### src/rtl/ps2_key_controller_if.sv
// PS/2 key controller bus: byte stream in, game commands out.
// The master side is the byte receiver / game core, slave is the controller.
interface ps2_key_controller_if;
   logic       rx_valid;
   logic [7:0] rx_byte;
   logic       rx_err;
   logic       paddle_left;
   logic       paddle_right;
   logic       pause;
   logic       game_start;
   logic [3:0] level;
   logic       level_load;
   logic [7:0] err_count;
   logic       busy;

   modport master (
      output rx_valid, rx_byte, rx_err,
      input  paddle_left, paddle_right, pause, game_start,
      input  level, level_load, err_count, busy
   );

   modport slave (
      input  rx_valid, rx_byte, rx_err,
      output paddle_left, paddle_right, pause, game_start,
      output level, level_load, err_count, busy
   );
endinterface

### src/rtl/ps2_key_controller.sv
// Scan-code-set-2 sequencer turning PS/2 bytes into Breakout commands.
// Handles E0/F0 prefixes, inter-byte timeout and error counting.
module ps2_key_controller #(
   parameter int TIMEOUT_CYCLES = 200000,
   parameter int DEFAULT_LEVEL  = 1
) (
   input logic                 clk,
   input logic                 rst_n,
   ps2_key_controller_if.slave bus
);

   typedef enum logic [1:0] {
      IDLE,
      EXT,
      BRK,
      EXT_BRK
   } state_t;

   localparam int CW = (TIMEOUT_CYCLES > 1) ? $clog2(TIMEOUT_CYCLES) : 1;
   localparam logic [CW-1:0] TERM    = CW'(TIMEOUT_CYCLES - 1);
   localparam logic [3:0]    LVL_RST = 4'(DEFAULT_LEVEL);

   state_t        state_q, state_d;
   logic [CW-1:0] cnt_q, cnt_d;
   logic          arw_l_q, arw_l_d;
   logic          key_a_q, key_a_d;
   logic          arw_r_q, arw_r_d;
   logic          key_d_q, key_d_d;
   logic          last_r_q, last_r_d;
   logic          p_held_q, p_held_d;
   logic          sp_held_q, sp_held_d;
   logic          pause_q, pause_d;
   logic          start_q, start_d;
   logic          load_q, load_d;
   logic [3:0]    level_q, level_d;
   logic [7:0]    errc_q, errc_d;

   logic          dec, brk, ext, timeout;
   logic          hit_al, hit_a, hit_ar, hit_d, hit_p, hit_sp;
   logic [3:0]    dig;
   logic          left_held, right_held;

   // Digit scan code to level; zero means not a digit key.
   function automatic logic [3:0] lvl_map(input logic [7:0] b);
      logic [3:0] r;
      case (b)
         8'h16:   r = 4'd1;
         8'h1E:   r = 4'd2;
         8'h26:   r = 4'd3;
         8'h25:   r = 4'd4;
         8'h2E:   r = 4'd5;
         8'h36:   r = 4'd6;
         8'h3D:   r = 4'd7;
         8'h3E:   r = 4'd8;
         default: r = 4'd0;
      endcase
      return r;
   endfunction

   // Prefix FSM next state plus decode of the completed key event.
   always_comb begin
      state_d = state_q;
      dec     = 1'b0;
      brk     = 1'b0;
      ext     = 1'b0;
      timeout = (state_q != IDLE) && !bus.rx_valid && (cnt_q == TERM);
      if (bus.rx_valid && bus.rx_err) begin
         state_d = IDLE;
      end else if (bus.rx_valid) begin
         unique case (state_q)
            IDLE: begin
               if (bus.rx_byte == 8'hE0)      state_d = EXT;
               else if (bus.rx_byte == 8'hF0) state_d = BRK;
               else                           dec = 1'b1;
            end
            EXT: begin
               if (bus.rx_byte == 8'hF0) begin
                  state_d = EXT_BRK;
               end else begin
                  dec     = 1'b1;
                  ext     = 1'b1;
                  state_d = IDLE;
               end
            end
            BRK: begin
               dec     = 1'b1;
               brk     = 1'b1;
               state_d = IDLE;
            end
            EXT_BRK: begin
               dec     = 1'b1;
               brk     = 1'b1;
               ext     = 1'b1;
               state_d = IDLE;
            end
         endcase
      end else if (timeout) begin
         state_d = IDLE;
      end
   end

   // Key hits and the next value of every held flag and output register.
   always_comb begin
      hit_al    = dec &  ext & (bus.rx_byte == 8'h6B);
      hit_ar    = dec &  ext & (bus.rx_byte == 8'h74);
      hit_a     = dec & ~ext & (bus.rx_byte == 8'h1C);
      hit_d     = dec & ~ext & (bus.rx_byte == 8'h23);
      hit_p     = dec & ~ext & (bus.rx_byte == 8'h4D);
      hit_sp    = dec & ~ext & (bus.rx_byte == 8'h29);
      dig       = (dec & ~ext) ? lvl_map(bus.rx_byte) : 4'd0;

      cnt_d     = cnt_q;
      arw_l_d   = arw_l_q;
      key_a_d   = key_a_q;
      arw_r_d   = arw_r_q;
      key_d_d   = key_d_q;
      last_r_d  = last_r_q;
      p_held_d  = p_held_q;
      sp_held_d = sp_held_q;
      pause_d   = pause_q;
      start_d   = 1'b0;
      load_d    = 1'b0;
      level_d   = level_q;
      errc_d    = errc_q;

      if (bus.rx_valid || state_q == IDLE || timeout) cnt_d = '0;
      else                                          cnt_d = cnt_q + CW'(1);

      if (hit_al) arw_l_d = ~brk;
      if (hit_a)  key_a_d = ~brk;
      if (hit_ar) arw_r_d = ~brk;
      if (hit_d)  key_d_d = ~brk;
      if ((hit_al | hit_a) & ~brk) last_r_d = 1'b0;
      if ((hit_ar | hit_d) & ~brk) last_r_d = 1'b1;

      if (hit_p) begin
         if (~brk & ~p_held_q) pause_d = ~pause_q;
         p_held_d = ~brk;
      end

      if (hit_sp) begin
         start_d   = ~brk & ~sp_held_q;
         sp_held_d = ~brk;
      end

      if (brk && dig != 4'd0) begin
         level_d = dig;
         load_d  = 1'b1;
      end

      if (((bus.rx_valid & bus.rx_err) | timeout) && errc_q != 8'hFF)
         errc_d = errc_q + 8'd1;
   end

   // State register for the prefix FSM.
   always_ff @(posedge clk or negedge rst_n) begin
      if (!rst_n) state_q <= IDLE;
      else        state_q <= state_d;
   end

   // Held flags, pulses, level, error count and timeout counter.
   always_ff @(posedge clk or negedge rst_n) begin
      if (!rst_n) begin
         cnt_q     <= '0;
         arw_l_q   <= 1'b0;
         key_a_q   <= 1'b0;
         arw_r_q   <= 1'b0;
         key_d_q   <= 1'b0;
         last_r_q  <= 1'b0;
         p_held_q  <= 1'b0;
         sp_held_q <= 1'b0;
         pause_q   <= 1'b0;
         start_q   <= 1'b0;
         load_q    <= 1'b0;
         level_q   <= LVL_RST;
         errc_q    <= 8'd0;
      end else begin
         cnt_q     <= cnt_d;
         arw_l_q   <= arw_l_d;
         key_a_q   <= key_a_d;
         arw_r_q   <= arw_r_d;
         key_d_q   <= key_d_d;
         last_r_q  <= last_r_d;
         p_held_q  <= p_held_d;
         sp_held_q <= sp_held_d;
         pause_q   <= pause_d;
         start_q   <= start_d;
         load_q    <= load_d;
         level_q   <= level_d;
         errc_q    <= errc_d;
      end
   end

   // Newest direction wins when both sides are held.
   assign left_held  = arw_l_q | key_a_q;
   assign right_held = arw_r_q | key_d_q;

   assign bus.paddle_left  = left_held  & (~right_held | ~last_r_q);
   assign bus.paddle_right = right_held & (~left_held  |  last_r_q);
   assign bus.pause        = pause_q;
   assign bus.game_start   = start_q;
   assign bus.level        = level_q;
   assign bus.level_load   = load_q;
   assign bus.err_count    = errc_q;
   assign bus.busy         = (state_q != IDLE);

endmodule
### src/flat_wrapper.sv
// flat-port wrapper written by rule: the top's interface ports become plain ports
module ps2_key_controller_flat 
#(
   parameter int TIMEOUT_CYCLES = 200000,
   parameter int DEFAULT_LEVEL  = 1
)
  (clk, rst_n, bus_rx_valid, bus_rx_byte, bus_rx_err, bus_paddle_left, bus_paddle_right, bus_pause, bus_game_start, bus_level, bus_level_load, bus_err_count, bus_busy);
  ps2_key_controller_if bus_i ();
  input logic clk;
  input logic rst_n;
  input wire logic [$bits(bus_i.rx_valid)-1:0] bus_rx_valid;
  input wire logic [$bits(bus_i.rx_byte)-1:0] bus_rx_byte;
  input wire logic [$bits(bus_i.rx_err)-1:0] bus_rx_err;
  output wire logic [$bits(bus_i.paddle_left)-1:0] bus_paddle_left;
  output wire logic [$bits(bus_i.paddle_right)-1:0] bus_paddle_right;
  output wire logic [$bits(bus_i.pause)-1:0] bus_pause;
  output wire logic [$bits(bus_i.game_start)-1:0] bus_game_start;
  output wire logic [$bits(bus_i.level)-1:0] bus_level;
  output wire logic [$bits(bus_i.level_load)-1:0] bus_level_load;
  output wire logic [$bits(bus_i.err_count)-1:0] bus_err_count;
  output wire logic [$bits(bus_i.busy)-1:0] bus_busy;
  assign bus_i.rx_valid = bus_rx_valid;
  assign bus_i.rx_byte = bus_rx_byte;
  assign bus_i.rx_err = bus_rx_err;
  assign bus_paddle_left = bus_i.paddle_left;
  assign bus_paddle_right = bus_i.paddle_right;
  assign bus_pause = bus_i.pause;
  assign bus_game_start = bus_i.game_start;
  assign bus_level = bus_i.level;
  assign bus_level_load = bus_i.level_load;
  assign bus_err_count = bus_i.err_count;
  assign bus_busy = bus_i.busy;
  ps2_key_controller #(.TIMEOUT_CYCLES(TIMEOUT_CYCLES), .DEFAULT_LEVEL(DEFAULT_LEVEL)) u_core (.clk(clk), .rst_n(rst_n), .bus(bus_i));
endmodule
### config.mk
export PLATFORM = sky130hd
export DESIGN_NAME = ps2_key_controller_flat
export DESIGN_NICKNAME = d
export VERILOG_FILES = /design/src/rtl/ps2_key_controller_if.sv /design/src/rtl/ps2_key_controller.sv /design/src/flat_wrapper.sv
export SDC_FILE = /design/constraint.sdc
export NUM_CORES = 1
export LEC_CHECK = 0
export CORE_MARGIN = 4
export CORE_UTILIZATION = 30
export DETAILED_ROUTE_END_ITERATION = 7
export HOLD_SLACK_MARGIN = 0.03
export PLACE_DENSITY_LB_ADDON = 0.2
export SYNTH_ARGS = -nofsm -noshare
export SYNTH_HDL_FRONTEND = slang
export SYNTH_SLANG_ARGS = --single-unit
### constraint.sdc
create_clock -name clk -period 2.16 [get_ports clk]
set_input_delay 0.324 -clock clk [delete_from_list [all_inputs] [get_ports clk]]
set_output_delay 0.324 -clock clk [all_outputs]
set_load 0.005 [all_outputs]
## Yosys cells after proc, flatten, opt, wreduce, memory -nomap -nowiden

Index checks and enable logic that the tools add are counted.
W data, S select, Z words.

- Register bits after elaboration: 42
- Input port bits: 12
- Output and inout port bits: 18
- Logic and storage cells: 109

- Add/sub/neg operators: 2
- Eq/ne operators: 22
- Mux-type cells: 25
- Bitwise gates (word level): 30
- Reduce and logical (&&, ||, !) cells: 16

Operators with widths:

| operator | count |
|---|---|
| $eq A8 B6 Y1 const B | 8 |
| $pmux W4 S8 | 1 |
| $eq A8 B5 Y1 const B | 3 |
| $eq A8 B7 Y1 const B | 3 |
| $add A18 B1 Y18 const B | 1 |
| $eq A18 B18 Y1 const B | 1 |
| $mux W18 | 1 |
| $eq A8 B8 Y1 const B | 2 |
| $and A1 B1 Y1 | 15 |
| $mux W1 | 13 |
| $mux W2 | 6 |
| $add A8 B1 Y8 const B | 1 |
| $ne A8 B8 Y1 const B | 1 |
| $not A1 Y1 | 8 |
| $or A1 B1 Y1 | 7 |
| $pmux W2 S3 | 1 |
| $logic_and A1 B1 Y1 | 5 |
| $ne A5 B2 Y1 const B | 1 |
| $eq A2 B2 Y1 const B | 2 |
| $mux W4 | 1 |
| $reduce_and A2 Y1 | 2 |
| $reduce_bool A2 Y1 | 2 |
| $reduce_bool A4 Y1 | 1 |
| $pmux W1 S3 | 1 |
| other kinds (7) | 8 |

## Depth between registers and ports, before layout

- Depth after elaboration: 12
- Depth in mapped cells: 6
- Gate-level depth less buffers: 5

## Worst setup path after synthesis

OpenSTA, ideal clock, no wires.

- Kind: flip-flop to flip-flop
- From: reg u_core.cnt_q[14]
- To: reg u_core.errc_q[1] (netlist: u_core.bus.err_count[1])
- Library setup time: 0.125 ns
- Arrival: 1.939 ns
- Data required time: 2.035 ns
- Setup slack: 0.097 ns
- Stages on the path, launching flop included: 6
- Buffers on the path: 0
- Clock period less this slack: 2.063 ns
- Path through: dfrtp_1 or4_4 nor4_4 a32oi_2 nor2_1 mux2_2

- Cells in the longest elaborated chain, start to end: 4

RTL lines:

| item | RTL line | text |
|---|---|---|
| start: declaration | ps2_key_controller.sv:24 | `logic [CW-1:0] cnt_q, cnt_d;` |
| start signal: assignment | ps2_key_controller.sv:178 | `cnt_q <= cnt_d;` |
| $eq A18 B18 Y1 | ps2_key_controller.sv:66 | `timeout = (state_q != IDLE) && !bus.rx_valid && (cnt_q == TERM);` |
| $logic_and A1 B1 Y1 | ps2_key_controller.sv:66 |  |
| $or A1 B1 Y1 | ps2_key_controller.sv:151 | `if (((bus.rx_valid & bus.rx_err) \| timeout) && errc_q != 8'hFF)` |
| $logic_and A1 B1 Y1 | ps2_key_controller.sv:151 |  |
| end signal: assignment | ps2_key_controller.sv:190 | `errc_q <= errc_d;` |
| end: declaration | ps2_key_controller.sv:36 | `logic [7:0] errc_q, errc_d;` |

Every way passes these cells.
A chain may end at the register's enable or synchronous reset.

## Worst setup path in the final report

- From: in bus_rx_byte[2]
- To: reg u_core.last_r_q

- Cells in the longest elaborated chain, start to end: 11

RTL lines:

| item | RTL line | text |
|---|---|---|
| start: declaration | flat_wrapper.sv:12 | `input wire logic [$bits(bus_i.rx_byte)-1:0] bus_rx_byte;` |
| $eq A8 B8 Y1 | ps2_key_controller.sv:73, ps2_key_controller.sv:77 |  |
| $mux W1 | ps2_key_controller.sv:73, ps2_key_controller.sv:77 |  |
| $mux W1 or $pmux W1 S2 (tied branches) | ps2_key_controller.sv:72, ps2_key_controller.sv:70 |  |
| $pmux W1 S3 or $mux W1 (tied branches) | ps2_key_controller.sv:70, ps2_key_controller.sv:69 |  |
| $mux W1 (on tied branches) | ps2_key_controller.sv:69, ps2_key_controller.sv:67 |  |
| $mux W1 or $not A1 Y1 (tied branches) | ps2_key_controller.sv:67, ps2_key_controller.sv:106, ps2_key_controller.sv:107 |  |
| $and A1 B1 Y1 (on tied branches) (2 in a row) | - |  |
| $or A1 B1 Y1 (on tied branches) | ps2_key_controller.sv:134, ps2_key_controller.sv:133 |  |
| $and A1 B1 Y1 (on tied branches) | ps2_key_controller.sv:134, ps2_key_controller.sv:133 |  |
| $mux W1 or $reduce_bool A2 Y1 (tied branches) | - |  |
| end signal: assignment | ps2_key_controller.sv:183 | `last_r_q <= last_r_d;` |
| end: declaration | ps2_key_controller.sv:29 | `logic last_r_q, last_r_d;` |

Parallel ways exist; a longest one is shown, timed or not.

==> summary.txt <==
Run status
  – Outcome: finished clean

Setup path
  – CP top delay family: simple AND/OR/NAND/NOR gates
  – Crit start category: input pin
  – Setup CP Type: in -> reg
  – CP Buf/Inv Count: 1
  – R2R Setup Slk: 150 ps
  – FF-to-FF Start: u_core.cnt_q[14]
  – CP Cell Sequence: clkdlybuf4s50_1 > or3b_2 > or4_1 > nor2_2 > o21ai_0 > a22o_1
  – R2R cell count: 5
  – Crit path DAT: 2230 ps
  – Setup crit end kind: flop
  – End of the worst register-to-register path: u_core.bus.err_count[1]
  – Critical path required time: 2340 ps
  – Crit-path slowest cell: or4_1
  – Slowest stage delay, CP: 500 ps
  – Critical path depth in cells: 6
  – Crit-path max FO: 3
  – Crit path launch: bus_rx_byte[2]
  – Worst setup path end: u_core.last_r_q

Floorplanning
  – Core ar.: 7292 um2
  – FP Rows: 31
  – Starting density of the core: 30.99%
  – IO Pins: 30
  – Die span in y: 94.79 um
  – Die Width: 94.79 um
  – Die area: 8985 um2

Synthesis
  – Post-synth EDFFs: 0
  – Synth Register Bits: 42
  – Syn_nets: 244
  – Syn Area/Cell: 9.825 um2
  – Register area share after synthesis: 46.57%
  – Synth cell types: 43
  – Synthesized area: 2260 um2
  – Ys flop type: dfrtp_1
  – Synth Instances: 230
  – Ys Warns: 0
  – Async SR Flop Fraction: 100.0%

Global routing
  – Initial antenna violation count: 0
  – Grt total ovfl: 0
  – Largest net degree at the start of global routing: 43
  – Vias in the first global route: 1910
  – Total track usage: 12.38%
  – Global-route wire length before repair: 8.873 mm

Clocking
  – Clock Root Buffer: clkbuf_8
  – CTS tree: built
  – CTS buffer count: 5
  – Max clock buf depth: 2
  – Cts hold-fix bufs: 0
  – H-Tree Depth: 2
  – CTS clk-pin slew, worst paths: 90 ps
  – Clk sinks: 42
  – Worst skew pair latency: 300 ps

STA
  – RSZ-0062 raised after global routing: false
  – Final Hold Fails: 0
  – Setup-failing EPs final: 0
  – Worst slew pin tran: 534.0 ps
  – Hold slack: 78.47 ps
  – Slew headroom: 64.40%
  – Final Skew: 10.99 ps
  – Max Clk Rate: 487.5 MHz
  – TNS Setup: 0 ps
  – Final Cycle Share: 94.96%
  – Post-layout min period: 2051 ps
  – Fin. max-slew vios: 0
  – Setup WS post-layout: 108.9 ps

Drt
  – Total Wirelength: 5.077 mm
  – Via count: 1901
  – Via/cell ratio: 4.849
  – Wirelength per Cell: 12.95 um
  – Residual DRC: 0
  – First-iteration detailed-routing DRC count: 49
  – Final ANT Viol Nets: 0
  – DRT Pass-1 Iters: 4

Layout
  – Antenna cells: 0
  – Number of fillers in the final layout: 769
  – Layout cell share with drive strength beyond 1: 18.77%
  – Area grow syn2layout: 32.12%
  – Layout Utilization: 40.94%
  – # nets final: 306

Pwr
  – Int Pwr: 1.333 mW
  – Comb pwr share: 21.8%
  – VDD IR-drop max: 0.0005087 V
  – Sequential share of power: 50.4%
  – Clk pwr share: 27.8%
  – Leak: 1.261 nW
  – Psw: 0.5378 mW
  – Pwr/cell area: 626.5 nW/um2
  – Switching Share: 28.75%

Placed design
  – DPL Wire Length: 3.748 mm
  – Pre-CTS setup slack: -219.3 ps
  – Port bufs: 29
  – Placer Congestion: 0.7760

Flow run
  – Max Cap Violations: 0

Worst hold path
  – Tightest Hold Check Type: in -> async
==> final cells by class <==
type,instances,area [um2],area share [%]
clock buffer,6,72.57,2.431
clock inverter,2,13.76,0.4610
inverter,3,11.26,0.3772
multi-input combinational,180,1181,39.56
sequential,42,1052,35.25
tap,99,123.9,4.149
timing repair buffer,60,530.5,17.77
==> kinds of logic after synthesis <==
family	after synthesis	synth area share [%]
and+or+nand+nor	118	28.52
DFF	42	46.57
AOI/OAI and AO/OA	27	8.693
xor gates and xnor gates	24	9.302
muxes	9	4.430
buffers and inverters	8	1.384
adders and majority gates	2	1.107
==> synth_stat cells (4+ instances only) <==
cell,n,area (um2)
nand3_1,14,70.07
nand4_1,8,50.05
dfrtp_1,41,1026
xnor2_1,8,70.07
clkbuf_1,4,15.01
o21ai_0,6,30.03
nor3_1,6,30.03
a22o_1,5,43.79
nor2_1,36,135.1
nand2b_1,5,31.28
nor2b_1,4,25.02
nor4_1,6,37.54
nor3b_1,4,30.03
nand2_1,15,56.30
mux2_2,8,90.09
xor2_1,16,140.1
==> through the flow <==
step                cell area, um2  power (mW)  instances
floorplan                     2260       1.119        230
global placement              2894       1.368        384
detailed placement            2894       1.369        384
CTS                           2983       1.900        392
global route                  2985       1.983        392
finish                        2985       1.870        392
==> registers in the layout, indices dropped and copies added, names as in the netlist, 2 cells and up <==
| name | count |
|---|---|
| u_core.cnt_q | 18 |
| u_core.bus.level | 4 |
| u_core.bus.err_count | 8 |
| u_core.state_q | 2 |
==> worst reg2reg max path, stage by stage (launching register included) <==
cell	delay, ps
dfrtp_1	390
or4_4	550
nor4_4	250
a32oi_2	220
nor2_2	160
mux2_2	340
==> worst min path at each step <==
stage	to	slack (ps)
final	u_core.cnt_q[15]	80
after global routing	u_core.cnt_q[15]	130
after CTS	u_core.cnt_q[13]	100
after detailed placement	u_core.cnt_q[13]	430
after global placement	u_core.bus.game_start	420
after floorplan	u_core.arw_l_q	30
==> power by group through the flow <==
stage	Combinational (mW)	Sequential (mW)	Clock, mW
6_report	0.407	0.943	0.520
5_1_grt	0.457	0.960	0.566
4_1_cts	0.413	0.946	0.541
3_5_place_dp	0.409	0.960	0
3_3_place_gp	0.408	0.960	0
2_1_floorplan	0.166	0.953	0
==> repair_timing <==
action                                 CTS  global route
endpoints found under the hold margin    0             0
resized for setup                        1             1
setup endpoints to repair                1             4
buffers inserted                         0             0
pin swaps                                0             2
==> layout by cell type, fill, tap and decap left out, types with 5 or more instances in the layout <==
| master | synthesis | routed |
|---|---|---|
| dfrtp_1 | 41 | 41 |
| nor4_1 | 6 | 6 |
| o21ai_0 | 6 | 6 |
| clkdlybuf4s50_1 | 0 | 28 |
| nor2_1 | 36 | 34 |
| clkbuf_8 | 0 | 5 |
| mux2_2 | 8 | 8 |
| xor2_1 | 16 | 16 |
| nand4_1 | 8 | 8 |
| nand2_1 | 15 | 15 |
| xnor2_1 | 8 | 8 |
| a22o_1 | 5 | 5 |
| nor3_1 | 6 | 6 |
| buf_4 | 0 | 30 |
| nand2b_1 | 5 | 5 |
| nand3_1 | 14 | 14 |
==> routing by layer <==
layer | global-route usage, % | share of wire, % | vias to the layer above
met1 | 16.61 | 49 | 923
met4 | 3.606 | 1.2 | 0
met2 | 19.73 | 47 | 24
met5 | 0 | 0 | -
met3 | 3.028 | 2.7 | 6
li1 | - | - | 948
(Power assumes the default switching activity.)
